`config.mk`:
```
export PLATFORM = sky130hd
export DESIGN_NAME = pipe_stage_buf
export DESIGN_NICKNAME = d
export VERILOG_FILES = /design/src/rtl/pipe_stage_buf.sv
export SDC_FILE = /design/constraint.sdc
export NUM_CORES = 1
export LEC_CHECK = 0
export ABC_AREA = 1
export BUFFER_PORTS_ARGS = -buffer_cell sky130_fd_sc_hd__buf_4
export CORE_MARGIN = 4
export CORE_UTILIZATION = 50
export DETAILED_ROUTE_END_ITERATION = 12
export PLACE_DENSITY = 0.74
export SLEW_MARGIN = 20
export SYNTH_ARGS = -nofsm -noshare
export SYNTH_HDL_FRONTEND = slang
export SYNTH_SLANG_ARGS = --single-unit
```
`constraint.sdc`:
```
create_clock -name clk -period 2.06 [get_ports clk]
set_clock_uncertainty 0.1 [all_clocks]
set_input_delay 0.103 -clock clk [delete_from_list [all_inputs] [get_ports clk]]
set_output_delay 0.103 -clock clk [all_outputs]
set_load 0.01 [all_outputs]
```
`src/rtl/pipe_stage_buf.sv`:
```
// Generic pipeline stage register with valid/ready handshake, optional 2-entry
// skid buffer, flush-to-bubble, occupancy and saturating stall/bubble counters.
module pipe_stage_buf #(
  parameter int unsigned          PAYLOAD_W   = 64,
  parameter logic [PAYLOAD_W-1:0] NOP_PAYLOAD = '0,
  parameter bit                   SKID        = 1'b1,
  parameter int unsigned          CNT_W       = 16
) (
  input  logic                 clk,
  input  logic                 rst,
  input  logic                 flush,
  input  logic                 in_valid,
  output logic                 in_ready,
  input  logic [PAYLOAD_W-1:0] in_payload,
  output logic                 out_valid,
  input  logic                 out_ready,
  output logic [PAYLOAD_W-1:0] out_payload,
  output logic [1:0]           occupancy,
  output logic [CNT_W-1:0]     stall_cnt,
  output logic [CNT_W-1:0]     bubble_cnt
);

  typedef enum logic [1:0] {
    ST_EMPTY = 2'd0,
    ST_FULL  = 2'd1,
    ST_SKID  = 2'd2
  } state_t;

  state_t               state_q, state_d;
  logic [PAYLOAD_W-1:0] main_q, main_d;
  logic [PAYLOAD_W-1:0] skid_q, skid_d;
  logic                 in_ready_q;
  logic                 in_fire, out_fire;

  assign out_valid   = (state_q != ST_EMPTY);
  assign out_payload = main_q;
  // Skid mode registers in_ready off the next state; otherwise it is pass-through.
  assign in_ready    = SKID ? in_ready_q : (!out_valid || out_ready);
  assign in_fire     = in_valid & in_ready;
  assign out_fire    = out_valid & out_ready;

  always_comb begin
    occupancy = 2'd0;
    case (state_q)
      ST_FULL: occupancy = 2'd1;
      ST_SKID: occupancy = 2'd2;
      default: occupancy = 2'd0;
    endcase
  end

  always_comb begin
    state_d = state_q;
    main_d  = main_q;
    skid_d  = skid_q;
    if (flush) begin
      state_d = ST_EMPTY;
      main_d  = NOP_PAYLOAD;
      skid_d  = NOP_PAYLOAD;
    end else begin
      case (state_q)
        ST_EMPTY: begin
          if (in_fire) begin
            state_d = ST_FULL;
            main_d  = in_payload;
          end
        end
        ST_FULL: begin
          if (in_fire && out_fire) begin
            main_d = in_payload;
          end else if (in_fire) begin
            // Without a skid entry in_ready implies out_ready, so this is skid-only.
            if (SKID) begin
              state_d = ST_SKID;
              skid_d  = in_payload;
            end
          end else if (out_fire) begin
            state_d = ST_EMPTY;
            main_d  = NOP_PAYLOAD;
          end
        end
        ST_SKID: begin
          if (out_fire) begin
            state_d = ST_FULL;
            main_d  = skid_q;
            skid_d  = NOP_PAYLOAD;
          end
        end
        default: begin
          state_d = ST_EMPTY;
          main_d  = NOP_PAYLOAD;
          skid_d  = NOP_PAYLOAD;
        end
      endcase
    end
  end

  always_ff @(posedge clk) begin
    if (rst) begin
      state_q    <= ST_EMPTY;
      main_q     <= NOP_PAYLOAD;
      skid_q     <= NOP_PAYLOAD;
      in_ready_q <= 1'b1;
      stall_cnt  <= '0;
      bubble_cnt <= '0;
    end else begin
      state_q    <= state_d;
      main_q     <= main_d;
      skid_q     <= skid_d;
      in_ready_q <= (state_d != ST_SKID);
      if (out_valid && !out_ready && (stall_cnt != '1))
        stall_cnt <= stall_cnt + CNT_W'(1);
      if (!out_valid && out_ready && (bubble_cnt != '1))
        bubble_cnt <= bubble_cnt + CNT_W'(1);
    end
  end

endmodule

```
==> results of run 1 <==
## placed cells by master, fill, tap and decap left out, drive strengths merged
master / Yosys / layout
dfxtp: 163 / 163
inv: 72 / 74
clkinvlp: 0 / 3
buf: 28 / 196
nand3b: 41 / 41
nand3: 61 / 61
a211oi: 7 / 7
nand4: 11 / 11
nor2: 88 / 88
nor3: 1 / 1
xnor2: 6 / 6
nand2: 406 / 406
bufinv: 0 / 1
clkinv: 3 / 7
xor2: 7 / 7
ha: 2 / 2
a21oi: 147 / 147
nor3b: 1 / 1
dlygate4sd3: 0 / 52
o21ai: 21 / 21
o211ai: 25 / 25
clkbuf: 43 / 22
## where the power goes
group | leakage, nW | total (mW) | internal, mW | switching [mW]
Combinational | 2.63 | 0.888 | 0.401 | 0.487
Sequential | 1.32 | 3.26 | 3.22 | 0.0390
Clock | 0.275 | 3.08 | 1.77 | 1.31
## sequential cells by signal (all words and copies together), names as in the netlist
name         flops
bubble_cnt      16
in_ready         1
out_payload     64
skid_q          64
stall_cnt       16
state_q          2
## area by class of cell
class	instances	area (um^2)
Sequential cell	163	3260
Inverter	75	283
Tap cell	188	235
Clock buffer	22	474
Multi-Input combinational cell	824	3820
Clock inverter	10	100
Fill cell	1300	4860
Timing Repair Buffer	248	2100
## per-layer routing
| layer | track usage, % | vias to the layer above |
|---|---|---|
| li1 | - | 4049 |
| met1 | 32.3 | 3730 |
| met2 | 40.2 | 239 |
| met3 | 5.80 | 49 |
| met4 | 10.4 | 0 |
| met5 | 0 | - |
## path summary, 6_finish.rpt
check                                   from                      endpoint  cells after the start
setup / recovery       state_q[1]$_SDFF_PP0_                     out_valid                      3
hold / removal                in_payload[24]  out_payload[24]$_SDFFE_PP0P_                      5
setup reg to reg  bubble_cnt[1]$_SDFFE_PP0P_   bubble_cnt[15]$_SDFFE_PP0P_                      9
hold reg to reg      skid_q[53]$_SDFFE_PP0P_       skid_q[53]$_SDFFE_PP0P_                      2
## repair_timing
action                                 4_1_cts  5_1_grt
setup endpoints to repair                    0        1
resized for setup                            0        0
hold buffers                                52        0
endpoints found under the hold margin      116        0
## Yosys cell counts, types with 2 or more instances
master      n  share of area (%)
a211oi_1    7               0.68
a21oi_1   146                9.5
buf_1       7               0.34
buf_2      14               0.91
buf_6       6               0.88
clkbuf_1   43                2.1
clkinv_1    3               0.15
dfxtp_1   163                 43
ha_1        2               0.33
inv_1      69                3.4
inv_2       3               0.15
nand2_1   406                 20
nand3_1    61                4.0
nand3b_1   41                4.0
nand4_1    11               0.90
nor2_1     82                4.0
nor2_2      5               0.41
o211ai_1   25                2.4
o21ai_0    19                1.2
xnor2_1     6               0.68
xor2_1      7               0.80
## critical path: cells and delay by family (launching register included)
kind | cells | cell delay, ps
flip-flops | 1 | 380
AND/OR/NAND/NOR | 1 | 80
buffers and inverters | 2 | 870
## kinds of logic (layout without fill, tap and decap cells)
| kind of cell | Yosys count | in the layout | synth area share, % |
|---|---|---|---|
| buffers and inverters | 146 | 355 | 8.01 |
| xor gates and xnor gates | 13 | 13 | 1.48 |
| DFF | 163 | 163 | 42.5 |
| adders and majority gates | 2 | 2 | 0.326 |
| AOI/OAI and AO/OA | 200 | 200 | 14.2 |
| and+or+nand+nor | 609 | 609 | 33.5 |
==> results.toml, run 1 <==
[outcome]
run_status = "finished, final reports clean"

[die]
dieHeight_um = 132
floorplan.rows = 45
die_w_um = 132
core_area_um2 = 15100
io_pins = 169
initial_core_util_pct = 50.7
die_area_um2 = 17400

[drt]
drc = 0
routed_wl_mm = 22.0
met2_wirelength_mm = 10.4
avgRoutedWirePerCell_um = 14.4
wl_met1_mm = 9.62
dr_wl_met3_mm = 1.30
drt_iter0_drc = 657
drtAntennaViolNets = 0
first_pass_iters = 6
dr.max_layer_used = "met4"
num_vias = 8067
vias_per_cell = 5.27

[setup_path]
rrSetupSlack_ps = 210
slowest_stage = "inv_1"
crit_fanout = 24
critical_path_class = "register to primary output"
critPathRequiredTime_ps = 1860
arrival_ps = 1760
start_kind = "register"
path_cells = "nor2_2, inv_1, buf_4"
end_kind = "primary output"
cpPeakStageDelay_ps = 610

[sta]
holdWs_ps = 9.41
period_share_pct = 95.3
grt_setup_unrepaired = "yes"
timing.fmax_mhz = 509
relSlewSlack_pct = 44.2
tightest_slew_ps = 836
hold_viol_final = 0
slew_viol_final = 0
finalSetupTns_ps = 0
setup_viol = 0
fin_ws_ps = 96.6
fin_crit_ps = 1960

[global_routing]
grt_max_degree = 85
grt_usage_pct = 25.0
grt_pass1_wl_mm = 36.5
grt-ovfl-total = 0
antenna_found_initial = 0
grt_pass1_vias = 7491

[pwr]
leakage_nw = 4.23
vdd_drop_max_mv = 0.593
p_total_mw = 7.23
power.density_nw_per_um2 = 703

[cells_and_area]
areaGrowthSynthToFinish_pct = 34.0
design_area_um2 = 10300
finish.utilization_pct = 67.9
fin_nets = 1400
n_antenna_cell = 0
layout.cells.non_filler = 1530
layout-drive-gt1-share_pct = 18.0

[clocking]
cts_buffer_depth = 2
clk_latency_ps = 430
cts_root_buf = "clkbuf_16"
htreeDepth = 4
postCtsSetupRepairBufs = 0
cts_tree = "built"
numCtsBuffers = 17
cts.sinks = 163
path_clk_slew_ps = 70

[place]
io_buffers = 168
gp_congestion = 0.797
place_inst = 1446
hpwl_mm = 13.6
dp_slack_ps = 218
postPlaceCellArea_um2 = 9190

[synthesis]
netlist_area_um2 = 7670
ys.flop_type = "dfxtp_1"
synth-edff-count = 0
yosysWarnings = 0
avgSynthCellArea_um2 = 6.77
ys_types = 28
synthArstFlopShare_pct = 0
ys_ff_latch = 163
syn_inst = 1133
synth_seq_area_share_pct = 42.5
synth_fp_nets = 1204

[run]
drv_cap = 0

[worst_hold_path]
hold_path_class = "input pin to register"
Power figures use the tool's default switching activity.
==> run 2, diff against run 1 <==
--- a/config.mk
+++ b/config.mk
@@ -7,6 +7,7 @@
 export LEC_CHECK = 0
 export ABC_AREA = 1
 export BUFFER_PORTS_ARGS = -buffer_cell sky130_fd_sc_hd__buf_4
+export CORE_ASPECT_RATIO = 0.6
 export CORE_MARGIN = 4
 export CORE_UTILIZATION = 50
 export DETAILED_ROUTE_END_ITERATION = 12
==> results.toml, run 2 (same netlist as run 1, synthesis figures left out) <==
[setup_path]
crit_fanout = 42
arrival_ps = 1760
start_kind = "register"
critical_path_class = "register to primary output"
startpoint = "state_q[1]$_SDFF_PP0_"
rrSetupSlack_ps = 140
reg2regPathDepth = 5
end_kind = "primary output"
critPathRequiredTime_ps = 1860
endpoint = "occupancy[0]"
r2r-start = "state_q[0]$_SDFF_PP0_"
reg2reg_to = "skid_q[54]$_SDFFE_PP0P_"

[worst_hold_path]
hold_path_class = "input pin to register"

[place]
hpwl_mm = 14.1
io_buffers = 168
gp_congestion = 0.842
postPlaceCellArea_um2 = 9130

[cells_and_area]
final_common_cell = "nand2_1"
fin_nets = 1388
design_area_um2 = 10200
fillers = 1256
final_cell_mix = "nand2_1, buf_4, dfxtp_1, a21oi_1, nor2_1"
seqCellArea_um2 = 3260
n_antenna_cell = 0
multiInputGateArea_um2 = 3820
layout-drive-gt1-share_pct = 17.8
areaGrowthSynthToFinish_pct = 33.1

[pwr]
p_total_mw = 7.38
vdd_drop_max_mv = 0.557
power.density_nw_per_um2 = 723
leakage_nw = 4.19

[clocking]
cts.sinks = 163
clk_latency_ps = 420
numCtsBuffers = 17
postCtsSetupRepairBufs = 0
htreeDepth = 4
cts_buffer_depth = 2
cts_tree = "built"
path_clk_slew_ps = 70
cts_root_buf = "clkbuf_16"

[die]
dieHeight_um = 104
core_area_um2 = 14800
floorplan.rows = 34
initial_core_util_pct = 52.0
die_area_um2 = 17500
die_w_um = 168
io_pins = 169

[drt]
first_pass_iters = 5
routed_wl_mm = 22.5
drtAntennaViolNets = 0
drt_iter0_drc = 683
vias_per_cell = 5.19
avgRoutedWirePerCell_um = 14.8
drc = 0
num_vias = 7932

[sta]
fin_crit_ps = 1960
setup_viol = 0
tightest_slew_ps = 662
hold_viol_final = 0
relSlewSlack_pct = 55.8
timing.fmax_mhz = 510
finalSetupTns_ps = 0
grt_setup_unrepaired = "no"
slew_viol_final = 0
period_share_pct = 95.1

[global_routing]
grt-ovfl-total = 0
grt_usage_pct = 25.0
grt_pass1_wl_mm = 36.8
grt_max_degree = 129
antenna_found_initial = 0
grt_pass1_vias = 7147

[run]
drv_cap = 0

[outcome]
run_status = "finished, final reports clean"
==> run 2: worst max-delay path: stages, from the launching register on <==
cell and delay, ps:
dfxtp_1 380, inv_2 90, nand2_1 110, buf_8 220, clkinv_1 140, buf_12 210
buf_4 160
==> run 2: worst min-delay path by stage <==
| stage | startpoint | to | cells past startpoint |
|---|---|---|---|
| floorplan | in_payload[16] | skid_q[16]$_SDFFE_PP0P_ | 2 |
| global placement | in_payload[12] | skid_q[12]$_SDFFE_PP0P_ | 3 |
| detailed placement | in_payload[23] | skid_q[23]$_SDFFE_PP0P_ | 3 |
| CTS | in_payload[13] | skid_q[13]$_SDFFE_PP0P_ | 5 |
| global route | in_payload[40] | out_payload[40]$_SDFFE_PP0P_ | 5 |
| finish | in_payload[0] | out_payload[0]$_SDFFE_PP0P_ | 5 |
==> run 2: layout make-up <==
class                           instances  share of cell area, %
Clock buffer                           17                   4.17
Clock inverter                         15                   1.83
Tap cell                              198                   2.43
Inverter                               75                   2.77
Sequential cell                       163                   32.0
Multi-Input combinational cell        824                   37.5
Timing Repair Buffer                  236                   19.4
==> run 2: per-layer routing <==
metal  part of all wire [%]  GRT usage (%)  wire [um]
met4                    1.5           5.44        334
met2                     42           37.0       9540
met3                    7.0           4.90       1570
met5                      0              0          0
met1                     49           37.5      11100
==> run 2: metrics by stage <==
| stage | hold slack (ps) | worst slack (ps) | cells | util [%] |
|---|---|---|---|---|
| 2_1_floorplan | 163 | 406 | 1133 | - |
| 3_3_place_gp | 293 | 236 | 1450 | 61.9 |
| 3_5_place_dp | 297 | 199 | 1450 | 61.9 |
| 4_1_cts | 0.121 | 1.89 | 1528 | 69.1 |
| 5_1_grt | 30.3 | 0.301 | 1528 | 69.2 |
| 6_report | 6.56 | 101 | 1528 | 69.2 |
==> run 2: timing repair <==
item / in CTS / in global routing
gates resized for setup: 0 / 2
hold buffers: 46 / 0
setup endpoints to repair: 0 / 1
endpoints found under the hold margin: 109 / 0
==> run 2: report_power, final <==
| group | switching (mW) | total, mW | internal (mW) |
|---|---|---|---|
| clock network | 1.50 | 3.25 | 1.75 |
| logic | 0.490 | 0.872 | 0.382 |
| registers | 0.0442 | 3.26 | 3.22 |
